==> src/rtl/acl_hex_line_formatter.sv <==
// acl_hex_line_formatter: formats one X/Y/Z accelerometer sample as a 22-byte ASCII hex line
// and streams it byte-by-byte to the UART TX stage.
// Ports:
//   i_clk_20mhz, i_rstn_20mhz    clock, asynchronous active-low reset
//   i_acl_x/y/z, i_acl_valid     signed 16-bit sample and its one-cycle strobe
//   i_tx_ready                   UART TX can accept a byte this cycle
//   o_tx_data, o_tx_valid        ASCII byte and write strobe (never high while ready is low)
//   o_busy                       line in progress, samples are dropped
//   o_line_done                  one-cycle pulse after the final LF transfers
//   o_drop_count                 saturating count of dropped samples
module acl_hex_line_formatter #(
    parameter bit UPPER_HEX = 1'b1
) (
    input  logic        i_clk_20mhz,
    input  logic        i_rstn_20mhz,
    input  logic [15:0] i_acl_x,
    input  logic [15:0] i_acl_y,
    input  logic [15:0] i_acl_z,
    input  logic        i_acl_valid,
    input  logic        i_tx_ready,
    output logic [7:0]  o_tx_data,
    output logic        o_tx_valid,
    output logic        o_busy,
    output logic        o_line_done,
    output logic [7:0]  o_drop_count
);
    typedef enum logic {ST_IDLE, ST_EMIT} state_t;
    state_t      state, state_nx;
    logic [4:0]  idx, idx_nx;
    logic [15:0] x_q, y_q, z_q;
    logic [7:0]  chr;
    logic        capture, drop, line_done_nx;

    function automatic logic [7:0] hex(input logic [3:0] n);
        return n < 4'd10 ? 8'h30 + {4'd0, n} : (UPPER_HEX ? 8'h37 : 8'h57) + {4'd0, n};
    endfunction

    always_comb begin
        chr = 8'h00;
        case (idx)
            5'd0:               chr = 8'h58;
            5'd1, 5'd8, 5'd15:  chr = 8'h3D;
            5'd2:               chr = hex(x_q[15:12]);
            5'd3:               chr = hex(x_q[11:8]);
            5'd4:               chr = hex(x_q[7:4]);
            5'd5:               chr = hex(x_q[3:0]);
            5'd6, 5'd13:        chr = 8'h20;
            5'd7:               chr = 8'h59;
            5'd9:               chr = hex(y_q[15:12]);
            5'd10:              chr = hex(y_q[11:8]);
            5'd11:              chr = hex(y_q[7:4]);
            5'd12:              chr = hex(y_q[3:0]);
            5'd14:              chr = 8'h5A;
            5'd16:              chr = hex(z_q[15:12]);
            5'd17:              chr = hex(z_q[11:8]);
            5'd18:              chr = hex(z_q[7:4]);
            5'd19:              chr = hex(z_q[3:0]);
            5'd20:              chr = 8'h0D;
            5'd21:              chr = 8'h0A;
            default:            chr = 8'h00;
        endcase
    end

    always_comb begin
        state_nx     = state;
        idx_nx       = idx;
        line_done_nx = 1'b0;
        capture      = 1'b0;
        drop         = 1'b0;
        if (state == ST_IDLE) begin
            if (i_acl_valid) begin
                capture  = 1'b1;
                idx_nx   = 5'd0;
                state_nx = ST_EMIT;
            end
        end else begin
            // a sample arriving alongside the final transfer is still dropped
            drop = i_acl_valid;
            if (i_tx_ready) begin
                if (idx == 5'd21) begin
                    state_nx     = ST_IDLE;
                    line_done_nx = 1'b1;
                end else begin
                    idx_nx = idx + 5'd1;
                end
            end
        end
    end

    assign o_busy     = state == ST_EMIT;
    // downstream treats valid as an unconditional write enable
    assign o_tx_valid = o_busy & i_tx_ready;
    assign o_tx_data  = o_busy ? chr : 8'h00;

    always_ff @(posedge i_clk_20mhz or negedge i_rstn_20mhz) begin
        if (!i_rstn_20mhz) begin
            state        <= ST_IDLE;
            idx          <= 5'd0;
            x_q          <= 16'd0;
            y_q          <= 16'd0;
            z_q          <= 16'd0;
            o_line_done  <= 1'b0;
            o_drop_count <= 8'd0;
        end else begin
            state       <= state_nx;
            idx         <= idx_nx;
            o_line_done <= line_done_nx;
            if (capture) begin
                x_q <= i_acl_x;
                y_q <= i_acl_y;
                z_q <= i_acl_z;
            end
            if (drop && o_drop_count != 8'hFF)
                o_drop_count <= o_drop_count + 8'd1;
        end
    end
endmodule

==> config.mk <==
export PLATFORM = sky130hd
export DESIGN_NAME = acl_hex_line_formatter
export DESIGN_NICKNAME = d
export VERILOG_FILES = /design/src/rtl/acl_hex_line_formatter.sv
export SDC_FILE = /design/constraint.sdc
export NUM_CORES = 1
export LEC_CHECK = 0
export BUFFER_PORTS_ARGS = -buffer_cell sky130_fd_sc_hd__buf_2
export CAP_MARGIN = 20
export CORE_AREA = 2 2 89 91
export CTS_BUF_LIST = sky130_fd_sc_hd__clkbuf_4 sky130_fd_sc_hd__clkbuf_8 sky130_fd_sc_hd__clkbuf_16
export CTS_CLUSTER_DIAMETER = 150
export DETAILED_ROUTE_END_ITERATION = 16
export DIE_AREA = 0 0 91 93
export PLACE_DENSITY_LB_ADDON = 0.3
export SYNTH_ARGS = -nofsm -noshare
export SYNTH_HDL_FRONTEND = slang
export SYNTH_SLANG_ARGS = --single-unit
==> constraint.sdc <==
create_clock -name i_clk_20mhz -period 2.5 [get_ports i_clk_20mhz]
set_input_delay 0.375 -clock i_clk_20mhz [delete_from_list [all_inputs] [get_ports i_clk_20mhz]]
set_output_delay 0.375 -clock i_clk_20mhz [all_outputs]
set_load 0.05 [all_outputs]
==> impl_results.md <==
* DRC errors left at 0
* FFs w/ async S/R, synth at 100.0%
* Syn. warnings at 0
* Crit start category: flop
* Initial antenna violation count at 0
* Pre-CTS setup slack at -0.2021 ns
* CTS tree: yes
* DR iter-0 viols at 359
* GRT Util Overall at approximately a third
* Starting Density at 55.85%
* Register Area at 1579 um2
* Max clock buf depth at 2
* Yosys cell types at 49
* Setup repair after global routing missed its margin: yes
* Final Hold Fails at 0
* Multi-input gate area in the final layout at 2575 um2
* Setup CP Type: reg2out
* Worst vdd ir at 0.8856 mV
* Skew-Pair Late Insertion Delay at ~0.36 ns
* Status: finished with violations
* Die X-Extent at between 90 and 100 um
* Sequential share of the synthesized area at 37.50%
* Drt via density at 5.911
* Die H at approximately 93 um
* H-tree Lvls at 3
* GP Congestion at 0.9752
* Period Utilization, post-route at 115.3%
* Power per cell area at 1460 nW/um2
* Router iterations before antenna repair at 6
* Syn_area_per_cell at 7.992 um2
* LEAKAGE at ~2.5 nW
* Avg WL per Cell at between 15 and 20 um
* Total wire length at 13190 um
* FF-to-FF End: idx[3]
* Worst slew pin tran at just under 0.7 ns
* Layout net count at ~700
* Slew HR at 54.47%
* Clock Sink Count at 63
* Cell row count at 32
* Clock skew at 0.009249 ns
* Antenna viol nets, final at 0
* Class of the worst hold path: in2async
* Fmax at 0.3469 GHz
* Final WS setup at -0.3825 ns
* Fill cells at 617
* Largest net degree at the start of global routing at 54
* Port Buffers at 69
* I/O pin count at 71
* Vias in the first global route at around 4300
* Worst EP arrival at 2.51 ns
* TritonCTS Buffers at 9
* Post-synth top flop: dfrtp_1
* Failing checks: negative setup slack
* Critical path capture point type: output pin
* Reg-to-reg slack, setup at between 0.7 and 0.8 ns
* Syn Nets at 596
* WP data required at 2.12 ns
* Via Count at 4439
* Post-synth EDFFs at 0
* Cells after Synth at between 500 and 600
* MaxCap Viol Count at 0
* Final setup violation count at 7
* Clk pin slew, worst setup/hold paths at ~0.090 ns
* First-pass GRT wire length at 21750 um
* Worst r2r src: idx[2]
* Fin. max-slew vios at 0
* Reg2Reg Depth at 7
* CTS Hold Bufs at 0
* Setup TNS at -2.522 ns
* CTS root buf: clkbuf_8
* N_diodes at 0
* Layout cells sized above 1 at 26.66%
* Remaining global-route overflow at 0
* Fin crit period at 2.883 ns
* Synth Cell Area at 4204 um2
* DP Wirelength at 10070 um
* Core box area at 7527 um2
* Die area at 8463 um2
* Hold Slack at 0.02633 ns
* Syn-to-layout area delta at 30.51%
* Yosys reg bits at 63
* CP Max Fanout at 7
[cells in the mapped netlist, drive strengths merged, types with 9 or more instances]
| cell type | number | area share, % |
|---|---|---|
| nor2 | 15 | 1.3 |
| nor2b | 19 | 2.9 |
| nand2 | 126 | 11 |
| a22oi | 13 | 2.3 |
| xnor2 | 16 | 3.3 |
| a21oi | 33 | 3.9 |
| and4b | 9 | 2.1 |
| inv | 33 | 2.9 |
| o21ai | 54 | 6.4 |
| ha | 18 | 5.4 |
| dfrtp | 63 | 37 |
| o22ai | 14 | 2.1 |
| clkbuf | 12 | 1.1 |
| nand3 | 17 | 2.0 |
[sequential cells by signal (all words and copies together), names as in the netlist]
name          cells
z_q              16
o_line_done       1
x_q              16
o_drop_count      8
y_q              16
idx               5
o_busy            1
[worst max-delay path: stages, from the launching register on]
cell     delay [ns]
dfrtp_2        0.48
ha_4           0.21
and3_1         0.18
ha_2           0.17
a311o_2        0.42
o41ai_4        0.24
buf_6          0.19
a41oi_2        0.06
buf_6          0.19
[layer usage]
metal | part of all wire [%] | vias to the layer above | GRT usage, %
met4 | 2.8 | 0 | 11.36
met3 | 7.5 | 39 | 4.674
met2 | 47 | 203 | 53.83
met5 | 0 | - | 0
met1 | 43 | 2105 | 44.37
li1 | - | 2092 | -
[what timing repair did]
action,4_1_cts,5_1_grt
pin swaps,5,0
buffers inserted,3,0
gates resized for setup,33,11
cloned,0,0
endpoints found under the setup margin,7,7
[how the worst max path moves through the flow]
stage                start  cells after the start  slack, ns      endpoint
global route        idx[0]                      8      -0.42  o_tx_data[5]
CTS                 idx[1]                      9      -0.36  o_tx_data[5]
global placement    idx[0]                     10      -0.18  o_tx_data[6]
floorplan           idx[0]                      7      -0.14  o_tx_data[1]
detailed placement  idx[0]                      8      -0.20  o_tx_data[3]
finish              idx[0]                      8      -0.38  o_tx_data[5]
[cell families (layout without fill, tap and decap cells)]
logic type               after synthesis  count (layout)  share of synthesized area, %
buffers and inverters                 52             175                         4.911
other                                  1               1                       0.08920
flip-flops                            63              63                         37.50
AO/OA/AOI/OAI                        142             142                         20.42
AND/OR/NAND/NOR                      226             226                         26.67
multiplexers                           1               1                        0.2678
XOR/XNOR                              23              23                         4.792
adder cells (fa/ha/maj)               18              18                         5.357
[final cells by class]
cell class	count	area share (%)
Inverter	33	2.349
Clock inverter	6	1.688
Clock buffer	10	2.509
Multi-Input combinational cell	411	46.93
Sequential cell	63	28.78
Timing Repair Buffer	126	15.42
Tap cell	102	2.326
[power by group]
| part | internal, mW | switching, mW |
|---|---|---|
| sequential | 1.49 | 0.585 |
| clock | 0.594 | 0.452 |
| combinational | 2.02 | 2.87 |
| total | 4.11 | 3.90 |
[cells in the final DEF (no fill, tap or decap), drive strengths merged, types with 3 or more instances in the layout]
| cell type | synthesis | routed |
|---|---|---|
| xor2 | 7 | 7 |
| and2 | 7 | 7 |
| inv | 33 | 34 |
| nand2 | 126 | 126 |
| buf | 7 | 126 |
| o21ai | 54 | 54 |
| nor4bb | 3 | 3 |
| nor2b | 19 | 19 |
| nor2 | 15 | 15 |
| a31oi | 5 | 5 |
| xnor2 | 16 | 16 |
| a22oi | 13 | 13 |
| clkbuf | 12 | 10 |
| nand4 | 4 | 4 |
| nor4b | 6 | 6 |
| and4b | 9 | 9 |
| a211oi | 5 | 5 |
| o22ai | 14 | 14 |
| and4 | 3 | 3 |
| ha | 18 | 18 |
| dfrtp | 63 | 63 |
| nor4 | 6 | 6 |
| a21oi | 33 | 33 |
| nand3 | 17 | 17 |
[through the flow]
step	power, mW	area, um2	instances	utilization, %
6_report	8.009	5487	751	72.89
5_1_grt	8.532	5487	751	72.89
4_1_cts	7.882	5444	751	72.32
3_5_place_dp	6.443	5075	732	67.42
3_3_place_gp	6.326	5075	732	67.42
2_1_floorplan	4.920	4247	526	-
(Power assumes the default switching activity.)
